<file path="src/rtl/reg_dump_reader.sv">
// Debug read-out engine: sweeps the register file read port and streams each byte over valid/ready.
// Optional REG_DUMP_CHECKSUM_EN appends an XOR checksum byte after the last register.
module reg_dump_reader #(
   parameter int unsigned NUM_REGS = 8,
   parameter int unsigned ADDR_W   = 3,
   parameter int unsigned DATA_W   = 8
) (
   input  logic              clk,
   input  logic              Reset,
   input  logic              start,
   input  logic              abort,
   output logic [ADDR_W-1:0] rd_reg_num,
   input  logic [DATA_W-1:0] rd_data,
   output logic [DATA_W-1:0] out_data,
   output logic              out_valid,
   input  logic              out_ready,
   output logic              out_last,
   output logic              busy,
   output logic              done
);

   localparam logic [ADDR_W-1:0] LAST_IDX = ADDR_W'(NUM_REGS - 1);

`ifdef REG_DUMP_CHECKSUM_EN
   typedef enum logic [2:0] {IDLE, READ, SEND, FINISH, CSUM} state_t;
   logic [DATA_W-1:0] csum;
`else
   typedef enum logic [1:0] {IDLE, READ, SEND, FINISH} state_t;
`endif

   state_t            state;
   logic [ADDR_W-1:0] index;

   // Single-process FSM; every output is a register updated here.
   always_ff @(posedge clk) begin
      if (!Reset) begin
         state      <= IDLE;
         index      <= '0;
         rd_reg_num <= '0;
         out_data   <= '0;
         out_valid  <= 1'b0;
         out_last   <= 1'b0;
         busy       <= 1'b0;
         done       <= 1'b0;
`ifdef REG_DUMP_CHECKSUM_EN
         csum       <= '0;
`endif
      end else begin
         done <= 1'b0;
         // Abort cancels any active transfer state; FINISH is already past the point of no return.
         if (abort && state != IDLE && state != FINISH) begin
            state      <= IDLE;
            index      <= '0;
            rd_reg_num <= '0;
            out_valid  <= 1'b0;
            out_last   <= 1'b0;
            busy       <= 1'b0;
         end else begin
            case (state)
               IDLE: begin
                  if (start && !abort) begin
                     index      <= '0;
                     rd_reg_num <= '0;
                     busy       <= 1'b1;
                     state      <= READ;
`ifdef REG_DUMP_CHECKSUM_EN
                     csum       <= '0;
`endif
                  end
               end
               READ: begin
                  out_data  <= rd_data;
                  out_valid <= 1'b1;
`ifdef REG_DUMP_CHECKSUM_EN
                  out_last  <= 1'b0;
`else
                  out_last  <= (index == LAST_IDX);
`endif
                  state     <= SEND;
               end
               SEND: begin
                  if (out_ready) begin
                     if (index == LAST_IDX) begin
`ifdef REG_DUMP_CHECKSUM_EN
                        // Fold the final register byte in and present the checksum straight away.
                        out_data <= csum ^ out_data;
                        out_last <= 1'b1;
                        state    <= CSUM;
`else
                        out_valid <= 1'b0;
                        state     <= FINISH;
`endif
                     end else begin
                        index      <= index + ADDR_W'(1);
                        rd_reg_num <= index + ADDR_W'(1);
                        out_valid  <= 1'b0;
                        state      <= READ;
`ifdef REG_DUMP_CHECKSUM_EN
                        csum       <= csum ^ out_data;
`endif
                     end
                  end
               end
`ifdef REG_DUMP_CHECKSUM_EN
               CSUM: begin
                  if (out_ready) begin
                     out_valid <= 1'b0;
                     out_last  <= 1'b0;
                     state     <= FINISH;
                  end
               end
`endif
               FINISH: begin
                  done     <= 1'b1;
                  out_last <= 1'b0;
                  busy     <= 1'b0;
                  state    <= IDLE;
               end
               default: state <= IDLE;
            endcase
         end
      end
   end

endmodule

</file>
<file path="config.mk">
export PLATFORM = sky130hd
export DESIGN_NAME = reg_dump_reader
export DESIGN_NICKNAME = d
export VERILOG_FILES = /design/src/rtl/reg_dump_reader.sv
export SDC_FILE = /design/constraint.sdc
export NUM_CORES = 1
export LEC_CHECK = 0
export BUFFER_PORTS_ARGS = -buffer_cell sky130_fd_sc_hd__buf_2
export CELL_PAD_IN_SITES_DETAIL_PLACEMENT = 1
export CELL_PAD_IN_SITES_GLOBAL_PLACEMENT = 1
export CORE_UTILIZATION = 31
export DETAILED_ROUTE_END_ITERATION = 6
export PLACE_DENSITY = 0.79
export SYNTH_ARGS = -nofsm -noshare
export SYNTH_HDL_FRONTEND = slang
export SYNTH_SLANG_ARGS = --single-unit
export TNS_END_PERCENT = 20
</file>
<file path="constraint.sdc">
create_clock -name clk -period 1.36 [get_ports clk]
set_input_delay 0.068 -clock clk [delete_from_list [all_inputs] [get_ports clk]]
set_output_delay 0.068 -clock clk [all_outputs]
set_load 0.01 [all_outputs]
</file>
# Word-level counts from Yosys, hierarchy flattened
# Cells that the tools add are included.
# totals
input_bits	13
elab_cells	48
ram_bits	0
reg_bits	17
latchBits	0
output_inout_bits	15
mem_count	0
romBits	0
# op_classes
mul	0
muxes	14
div_mod_pow	0
addsub	1
order_cmp	0
n_shift	0
eq_ne	8
n_bitwise	2
n_reduce_logical	16
# ops
cell	count
nonzero test 2 bit	5
two-way mux 3 bit	3
!= test 2 bit (second input constant)	4
one-hot mux 2 bit (4 select lines)	1
AND reduction 2 bit	4
two-way mux 2 bit	3
one-hot mux 1 bit (2 select lines)	3
one-hot mux 3 bit (2 select lines)	1
== test 2 bit (second input constant)	2
AND reduction 4 bit	1
adder 3 x 1 -> 3 bit (second input constant)	1
== test 3 bit (second input constant)	1
logical AND 1 bit	3
two-way mux 1 bit	3
== test 2 x 1 -> 1 bit (second input constant)	1
logical NOT 2 bit	1
NOT 1 bit	2
OR reduction 2 bit	1
logical NOT 1 bit	1

# Depth between registers and ports, before layout
# Gate-level depths: netlist of run 1.
# logic_depth
depth_word	5
depth_mapped	5
depth_no_buf	5

# Least setup slack after synthesis of run 1
# OpenSTA, ideal clock, no wires.
# synth_timing
path_type	register to register
startpoint	register index[0]
endpoint	register index[0]
period_less_slack_ns	1.346
t_required_ns	1.281
path_slack_ns	0.014
arrival_time_ns	1.267
setup_time_ns	0.079
path_buffers	0
stages_incl_launch_ff	6
cell_sequence	dfxtp_1 ha_1 ha_1 and4bb_1 nor2_1 a211oi_2
# synth_via
elab_chain_cells	4
elab_cells_between_ends	7
cone_classes	1 x add/sub; 2 x eq/ne; 3 x mux; 1 x reduce/logical
# synth_lines
element	line_no	text
start, declared	32	logic [ADDR_W-1:0] index;
start signal, assigned	94	index <= index + ADDR_W'(1);
adder 3 x 1 -> 3 bit	94	
two-way mux 3 bit	83	if (index == LAST_IDX) begin
two-way mux 3 bit	82	if (out_ready) begin
one-hot mux 3 bit (2 select lines)	59	case (state)
# Several ways; a longest one is shown, not always the timed one. The select of a mux whose other input is x is not followed.
# A chain may end at the register's enable or synchronous reset.

# Worst setup path after layout of run 1
# layout_timing
startpoint	register index[0]
endpoint	register index[1]
# The elaborated chain is that of the path after synthesis.

==> out/metrics.cfg, run 1 <==
[status]
outcome=completed

[global_route]
grt_start_max_net_pins=13
grt_use_total=0.146
first_global_vias=636
gr-total-overflow=0
grt_first_pass_wirelength_um=2790
antenna_found_initial=0

[floorplan]
dieHeight_um=52.0
dieWidth_um=52.0
num_rows=17
start_util=0.341
fp.coreArea_um2=2280
die-area_um2=2710
io_pins=28

[synth]
ys_types=25
synth_area_um2=776
yosys_warnings=0
ys.flop_type=dfxtp_1
yosysTopAreaCell=dfxtp_1
synth.most_common_cell=dfxtp_1
ys_ff_latch=17
synth_async_sr_flop_share=0
synth.area.top_cells=dfxtp_1 (44%), mux2i_1 (12%), nor2b_1 (8.9%), buf_6 (4.4%), ha_1 (3.2%)
syn_inst=77
netlist_top_cells_count=dfxtp_1 (17), nor2b_1 (11), mux2i_1 (9), nor2_1 (6), nand2_1 (5)
yosys.area.top_type_share=0.439
syn_nets=92
syn_area_per_cell_um2=10.1
synth_edf_count=0
ys_seq_area_frac=0.439

[hold_path]
hold-path-cell-count=3
worstHoldStart=rd_data[1]
whs_endpoint=out_data[1]$_SDFFE_PN0P_
min_path_type=in -> reg

[timing]
period_minus_slack_ns=1.27
fin_crit_sh=0.935
timing.fmax_mhz=787
hold_violations=0
worstMarginPinSlew_ns=0.326
clock-skew-final_ns=0.00586
fin_ws_ns=0.0886
worst_hold_slack_ns=0.0416
slew_viol_final=0
worst_slew_margin_rel=0.782
rsz0062_at_grt=false
setup_violations=0
fin_setup_tns_ns=0

[placed_design]
port_buffers=27
dp_slack_ns=-0.0191
dpl.hpwl_um=1320
routabilityCongestion=0.718
placedCellCount=132
place_area_um2=938

[final_layout]
fin_cells=136
final_area_um2=986
fill_cells=278
fin_nets=124
area_growth_pct=27.1
num_antenna_cells=0
drive_gt1_frac=0.398

[setup_path]
arrival_ns=1.49
crit_path_end_kind=register
crit_type=reg -> reg
crit_fanout=4
worstReg2RegStart=index[0]$_SDFFE_PP0P_
r2r_cells=5
reg2reg_slack_ns=0.09
worst_path_max_delay_cell=dfxtp_1
path_buf_inv=0
crit_chain=ha_2, ha_4, and4bb_1, nand2_1, a21oi_2
crit_path_start_kind=register
cp.required_ns=1.58
r2r_end=index[1]$_SDFFE_PP0P_
cpPeakStageDelay_ns=0.33
cp_top_family=simple AND/OR/NAND/NOR gates

[cts]
post_cts_buffers=0
ctsHoldBuffers=0
clk_path_buf_depth=2
cts_tree=done
htree_num_levels=1
cts.sinks=17
path_clk_slew_ns=0.10
clock_latency_ns=0.29
cts_inserted_buffers=3
cts_root_buf=clkbuf_4

[route]
drc_errors=0
ant_nets=0
drt_wl_total_um=1730
drt_first_pass_iters=3
routed_via_density=4.68
via_count=637
initialDrtViolationCount=10
wire_per_inst_um=12.7

[run]
maxCapViolCount=0

[power_and_ir_drop]
worst_ir_drop_vdd_mv=0.441
power.density_nw_per_um2=912
leakage_nw=0.435

-- worst reg2reg max path: stages (launching register included) --
cell      delay [ns]
dfxtp_1         0.33
ha_2            0.20
ha_4            0.17
and4bb_1        0.30
nand2_1         0.08
a21oi_2         0.13
-- worst max-delay path by stage --
stage,start,end,slack [ns],depth (start not counted)
after CTS,index[0]$_SDFFE_PP0P_,index[0]$_SDFFE_PP0P_,0.01,5
final,index[0]$_SDFFE_PP0P_,index[1]$_SDFFE_PP0P_,0.09,5
after global placement,index[0]$_SDFFE_PP0P_,index[0]$_SDFFE_PP0P_,0.06,5
after floorplan,index[0]$_SDFFE_PP0P_,index[0]$_SDFFE_PP0P_,0.01,5
after detailed placement,index[0]$_SDFFE_PP0P_,index[0]$_SDFFE_PP0P_,-0.02,5
after global routing,index[1]$_SDFFE_PP0P_,index[0]$_SDFFE_PP0P_,0.003,5
-- through the flow --
stage / power (mW) / utilization
2_1_floorplan: 0.598 / -
3_3_place_gp: 0.637 / 0.412
3_5_place_dp: 0.641 / 0.412
4_1_cts: 0.914 / 0.426
5_1_grt: 0.948 / 0.433
6_report: 0.899 / 0.433
-- placed cells by master, fill, tap and decap left out, drive strengths merged --
master | synthesis | layout
nor2b | 11 | 11
buf | 3 | 31
a21boi | 2 | 2
clkinv | 0 | 1
a211oi | 2 | 2
dfxtp | 17 | 17
ha | 2 | 2
o21ai | 2 | 2
nand2 | 5 | 5
and4bb | 1 | 1
clkbuf | 1 | 3
o21bai | 1 | 1
mux2i | 9 | 9
and3 | 1 | 1
xnor2 | 1 | 1
a21oi | 4 | 4
nand3 | 2 | 2
nor2 | 6 | 6
nor3b | 2 | 2
nand2b | 1 | 1
inv | 2 | 2
or4b | 1 | 1
nand4bb | 1 | 1
-- state kept, by name, indices dropped and copies added (netlist names) --
register   cells
busy           1
state          2
out_last       1
out_valid      1
done           1
index          3
out_data       8
-- repair_timing --
item	CTS	global route
pin swaps	1	2
endpoints found under the hold margin	0	0
endpoints found under the setup margin	2	3
gates resized for setup	1	4
-- cell families (layout without fill, tap and decap cells) --
family,after synthesis,after routing,synth area share
buf+inv,6,37,0.0581
mux,9,9,0.116
xor+xnor,1,1,0.0113
simple gates,31,31,0.245
fa+ha+maj,2,2,0.0323
flops,17,17,0.439
compound gates,11,11,0.0984
-- power by group --
group          total (mW)  internal [mW]  switching, mW
sequential          0.519          0.511        0.00878
clock               0.270          0.109          0.161
combinational       0.109         0.0541         0.0553
total               0.899          0.674          0.225
-- layout make-up --
type,instances,area [um2],share of cell area
multi-input combinational,54,409,0.415
sequential,17,342,0.346
tap,28,35.0,0.0355
clock buffer,3,22.5,0.0228
clock inverter,1,5.00,0.00508
timing repair buffer,31,165,0.168
inverter,2,7.51,0.00761
-- layer usage --
metal,up-vias,GRT usage,part of all wire
li1,324,-,-
met1,295,0.166,0.43
met2,12,0.239,0.50
met3,6,0.0263,0.028
met4,0,0.113,0.033
met5,-,0,0
Note: power is estimated with default switching activity, not from simulation.
==> inputs of run 2 (changes only) <==
- CORE_UTILIZATION: 31 -> 35
- PLACE_DENSITY: 0.79 -> 0.84
- RECOVER_POWER: default -> 25
- clock period: 1.36 -> 1.3 ns (I/O delays scaled with it)
==> run 2 against run 1 <==
Net effect: non-clock buffer count grew 2; sequential power grew 4.6%; flip-flop and latch count is the same; global-route usage grew 3.0 points; highest routed layer unchanged; first-iteration DRC count shrank 30%; clock power grew 4%; critical path depth is the same; largest power group unchanged; power grew 5.4%; register-to-register slack lost 0.05 ns; clock-buffer cell count grew 1; setup slack lost 0.048 ns; fmax grew 0.92%.
==> out/metrics.cfg, run 2 (synthesized netlist as in run 1, its figures left out) <==
[status]
outcome=completed  ; unchanged

[floorplan]
die-area_um2=2410  ; was 2710 um2
start_util=0.384  ; was 0.341
dieWidth_um=49.1  ; was 52.0 um
dieHeight_um=49.1  ; was 52.0 um
io_pins=28  ; unchanged
num_rows=16  ; was 17
fp.coreArea_um2=2020  ; was 2280 um2

[setup_path]
crit_type=reg -> reg  ; unchanged
crit_path_start_kind=register  ; unchanged
worst_path_max_delay_cell=dfxtp_2  ; was dfxtp_1
crit_top_cell=ha_4
arrival_ns=1.47  ; was 1.49 ns
cpPeakStageDelay_ns=0.35  ; was 0.33 ns
cp.required_ns=1.51  ; was 1.58 ns
crit_chain=ha_4, ha_4, and4bb_2, nor2_2, a211oi_2  ; was ha_2, ha_4, and4bb_1, nand2_1, a21oi_2
crit_fanout=3  ; was 4
crit_path_end_kind=register  ; unchanged

[cts]
path_clk_slew_ns=0.10  ; about the same
cts_inserted_buffers=3  ; unchanged
clock_latency_ns=0.28  ; was 0.29 ns
clk_path_buf_depth=2  ; unchanged
cts_root_buf=clkbuf_4  ; unchanged
htree_num_levels=1  ; unchanged
cts.sinks=17  ; unchanged
cts_tree=done  ; unchanged
ctsHoldBuffers=0  ; unchanged

[final_layout]
regMostFlops=out_data  ; unchanged
largest_reg_flops=8  ; unchanged
fin_nets=126  ; was 124
final_common_cell=buf_2  ; unchanged
final_area_um2=1010  ; was 986 um2
drive_gt1_frac=0.382  ; was 0.398
area_growth_pct=30.5  ; was 27.1%
fin_util=0.501  ; was 0.433
num_antenna_cells=0  ; unchanged
final_cell_mix=buf_2 (21), dfxtp_1 (15), nor2b_1 (11), mux2i_1 (9), clkbuf_1 (7)  ; was buf_2 (27), dfxtp_1 (16), nor2b_1 (11), mux2i_1 (9), nor2_1 (6)
reg_top3=out_data (8), index (3), state (2)  ; unchanged

[route]
ant_nets=0  ; unchanged
drt_wl_total_um=1960  ; was 1730 um
routed_via_density=4.78  ; was 4.68
initialDrtViolationCount=7  ; was 10
wire_per_inst_um=14.3  ; was 12.7 um
via_count=655  ; was 637
drc_errors=0  ; unchanged
drt_first_pass_iters=4  ; was 3

[global_route]
antenna_found_initial=0  ; unchanged
grt_first_pass_wirelength_um=3150  ; was 2790 um
grt_use_total=0.176  ; was 0.146
grt_start_max_net_pins=13  ; unchanged
gr-total-overflow=0  ; unchanged
first_global_vias=675  ; was 636

[timing]
period_minus_slack_ns=1.26  ; was 1.27 ns
slew_viol_final=0  ; unchanged
clock-skew-final_ns=0.00417  ; was 0.00586 ns
rsz0062_at_grt=true  ; was false
worstMarginPinSlew_ns=0.309  ; was 0.326 ns
setup_violations=0  ; unchanged
worst_slew_margin_rel=0.794  ; was 0.782
fin_crit_sh=0.969  ; was 0.935
hold_violations=0  ; unchanged
timing.fmax_mhz=794  ; was 787 MHz
fin_ws_ns=0.0401  ; was 0.0886 ns

[placed_design]
dp_slack_ns=-0.109  ; was -0.0191 ns
place_area_um2=946  ; was 938 um2
routabilityCongestion=0.708  ; was 0.718
port_buffers=27  ; unchanged
dpl.hpwl_um=1340  ; was 1320 um

[power_and_ir_drop]
power.density_nw_per_um2=937  ; was 912 nW/um2
worst_ir_drop_vdd_mv=0.593  ; was 0.441 mV
leakage_nw=0.417  ; was 0.435 nW

[hold_path]
min_path_type=in -> reg  ; unchanged

[run]
maxCapViolCount=0  ; unchanged

-- run 2: worst paths after layout --
path	startpoint	endpoint	slack, ns	depth (start not counted)
worst max-delay path	index[0]$_SDFFE_PP0P_	index[0]$_SDFFE_PP0P_	0.04	5
worst min-delay path	rd_data[3]	out_data[3]$_SDFFE_PN0P_	0.04	3
worst max register to register	index[0]$_SDFFE_PP0P_	index[0]$_SDFFE_PP0P_	0.04	5
worst min register to register	busy$_SDFFE_PP0P_	busy$_SDFFE_PP0P_	0.47	2
-- run 2: per-layer routing --
metal,wire length (um),track usage
met1,852,0.203
met2,1030,0.311
met3,51,0.0280
met4,27,0.0882
met5,0,0
-- run 2: final cells by class --
type	instances	area, um2
Timing Repair Buffer	33	173
Sequential cell	17	343
Inverter	2	7.51
Tap cell	27	33.8
Clock buffer	4	26.3
Fill cell	248	1010
Multi-Input combinational cell	54	429
-- run 2: report_power, final --
part / internal, mW / switching, mW
clock network: 0.119 / 0.163
registers: 0.534 / 0.00895
logic: 0.0579 / 0.0652
total: 0.711 / 0.237
-- run 2: metrics by stage --
step                      instances  TNS (ns)  hold WS, ns  total power [mW]
after global routing            137   -0.0600       0.0270              1.00
after global placement          132         0        0.325             0.667
after CTS                       137         0       0.0396             0.959
final                           137         0       0.0406             0.948
after detailed placement        132    -0.164        0.341             0.672
after floorplan                  77         0        0.223             0.626
-- run 2: timing repair --
action,in CTS,in global routing
gates resized for setup,6,3
pin swaps,2,2
setup buffers,1,0
endpoints found under the setup margin,3,3
-- run 2: worst max-delay path, delay by kind of cell (launching register included) --
kind,cells,cell delay [ns]
DFF,1,0.35
AOI/OAI and AO/OA,1,0.13
and+or+nand+nor,2,0.38
adders and majority gates,2,0.32
==> inputs of run 3 (changes only) <==
==> constraint.sdc (replaced) <==
create_clock -name clk -period 1.3 [get_ports clk]
set_input_delay 0 -clock clk [delete_from_list [all_inputs] [get_ports clk]]
set_output_delay 0 -clock clk [all_outputs]
set_load 0.01 [all_outputs]
==> run 3 against run 2 <==
Net effect: the run now ends with hold timing left; first-iteration DRC count up 14%; via count increased by 7.5%; combinational power up 15%; sequential power is essentially flat; flip-flop and latch count unchanged; worst hold slack got worse by 0.051 ns; routed wire length up 13%; setup slack got worse by 0.018 ns; fmax decreased by 1.4%; clock-buffer cell count unchanged; register-to-register slack worse by 0.02 ns; highest routed layer unchanged.
==> out/metrics.cfg, run 3 (synthesized netlist as in run 1, its figures left out) <==
[timing]
slew_viol_final=0  ; unchanged
period_minus_slack_ns=1.28  ; was 1.26 ns
hold_violations=1  ; was 0
rsz0062_at_grt=true  ; unchanged
timing.fmax_mhz=782  ; was 794 MHz
worst_slew_margin_rel=0.782  ; was 0.794
clock-skew-final_ns=0.00258  ; was 0.00417 ns
worst_hold_slack_ns=-0.0104  ; was 0.0406 ns
setup_violations=0  ; unchanged
fin_crit_sh=0.983  ; was 0.969
worstMarginPinSlew_ns=0.327  ; was 0.309 ns
fin_ws_ns=0.0217  ; was 0.0401 ns

[setup_path]
arrival_ns=1.52  ; was 1.47 ns
worstReg2RegStart=index[0]$_SDFFE_PP0P_  ; unchanged
r2r_end=index[2]$_SDFFE_PP0P_  ; was index[0]$_SDFFE_PP0P_
r2r_cells=5  ; unchanged
reg2reg_slack_ns=0.02  ; was 0.04 ns
cp-endpoint=index[2]$_SDFFE_PP0P_  ; was index[0]$_SDFFE_PP0P_
crit_path_end_kind=register  ; unchanged
crit_type=reg -> reg  ; unchanged
crit_fanout=3  ; unchanged
crit_path_start_kind=register  ; unchanged
crit_start=index[0]$_SDFFE_PP0P_  ; unchanged
cp.required_ns=1.54  ; was 1.51 ns

[final_layout]
reg_top3=out_data (8), index (3), state (2)  ; unchanged
drive_gt1_frac=0.339  ; was 0.382
area_growth_pct=39.5  ; was 30.5%
final_cell_mix=buf_2 (21), dfxtp_1 (15), nor2b_1 (11), mux2i_1 (9), dlygate4sd3_1 (8)  ; was buf_2 (21), dfxtp_1 (15), nor2b_1 (11), mux2i_1 (9), clkbuf_1 (7)
regMostFlops=out_data  ; unchanged
fin_cells=145  ; was 137
fill_cells=245  ; was 248
num_antenna_cells=0  ; unchanged
largest_reg_flops=8  ; unchanged
fin_nets=134  ; was 126
final_common_cell=buf_2  ; unchanged

[global_route]
first_global_vias=752  ; was 675
antenna_found_initial=0  ; unchanged
gr-total-overflow=0  ; unchanged
grt_first_pass_wirelength_um=3500  ; was 3150 um
grt_start_max_net_pins=13  ; unchanged
grt_use_total=0.196  ; was 0.176

[power_and_ir_drop]
leakage_nw=0.449  ; was 0.417 nW
power.density_nw_per_um2=909  ; was 937 nW/um2
worst_ir_drop_vdd_mv=0.552  ; was 0.593 mV

[floorplan]
die-area_um2=2410  ; unchanged
io_pins=28  ; unchanged
num_rows=16  ; unchanged
dieHeight_um=49.1  ; unchanged
start_util=0.384  ; unchanged
fp.coreArea_um2=2020  ; unchanged
dieWidth_um=49.1  ; unchanged

[route]
routed_via_density=4.86  ; was 4.78
wire_per_inst_um=15.4  ; was 14.3 um
drt_wl_total_um=2230  ; was 1960 um
drc_errors=0  ; unchanged
ant_nets=0  ; unchanged
drt_first_pass_iters=4  ; unchanged
via_count=704  ; was 655
initialDrtViolationCount=8  ; was 7

[hold_path]
min_path_type=in -> reg  ; unchanged
worstHoldStart=rd_data[7]  ; was rd_data[3]

[cts]
path_clk_slew_ns=0.10  ; about the same
clk_path_buf_depth=2  ; unchanged
cts_root_buf=clkbuf_4  ; unchanged
htree_num_levels=1  ; unchanged
cts.sinks=17  ; unchanged
cts_inserted_buffers=3  ; unchanged
cts_tree=done  ; unchanged
clock_latency_ns=0.30  ; was 0.28 ns

[status]
violations=hold timing
outcome=finished, violations left  ; was completed

[placed_design]
port_buffers=27  ; unchanged
dp_slack_ns=-0.109  ; unchanged
routabilityCongestion=0.708  ; unchanged
placedCellCount=132  ; unchanged
dpl.hpwl_um=1340  ; unchanged

[run]
maxCapViolCount=0  ; unchanged

run 3: changes by cell type in the layout (fill, tap and decap cells not counted):
cell | before | now
dlygate4sd3_1 | 0 | 8
nand2b_1 | 0 | 1
nand2b_4 | 1 | 0
nor2_1 | 5 | 6
nor2_2 | 1 | 0
run 3: metrics by stage:
stage	TNS [ns]	instance area [um2]	hold slack (ns)	power, mW	utilization
detailed placement	-0.164	946	0.276	0.672	0.468
global route	-0.0661	1080	0.0266	1.02	0.535
floorplan	0	777	0.158	0.626	-
CTS	0	1090	0.0174	0.978	0.537
global placement	0	946	0.260	0.667	0.468
finish	0	1080	-0.0104	0.984	0.535
run 3: layout make-up:
class	instances	area (um2)	area share
multi-input cells	54	419	0.387
inverters	2	7.51	0.00694
well taps	27	33.8	0.0312
flip-flops and latches	17	343	0.317
repair buffers	41	253	0.234
clock buffers	4	26.3	0.0243
run 3: layer usage:
layer,part of all wire,wire length (um),global-route usage
met5,0,0,0
met4,0.028,62,0.118
met3,0.032,72,0.0312
met2,0.53,1170,0.363
met1,0.41,919,0.203
run 3: timing repair:
item	CTS	global route
pin swaps	2	2
gates cloned	0	0
endpoints found under the hold margin	8	0
endpoints found under the setup margin	3	4
hold buffers	8	0
setup buffers	1	0
resized for setup	6	1
run 3: power by group:
part,total (mW),internal [mW],switching [mW]
clock network,0.298,0.120,0.179
registers,0.544,0.534,0.00925
logic,0.142,0.0724,0.0693
run 3: how the worst min path moves through the flow:
| stage | end | slack, ns | depth (start not counted) |
|---|---|---|---|
| detailed placement | out_data[4]$_SDFFE_PN0P_ | 0.28 | 3 |
| CTS | out_data[7]$_SDFFE_PN0P_ | 0.02 | 3 |
| global placement | out_data[7]$_SDFFE_PN0P_ | 0.26 | 3 |
| finish | out_data[7]$_SDFFE_PN0P_ | -0.01 | 3 |
| global route | out_data[7]$_SDFFE_PN0P_ | 0.03 | 3 |
| floorplan | state[0]$_SDFFE_PP0P_ | 0.16 | 3 |
run 3: worst max-delay path: stages, from the launching register on:
cell and delay [ns]:
dfxtp_2 0.35, ha_4 0.16, ha_4 0.16, and4bb_2 0.33
nand2_1 0.08, a21oi_1 0.13
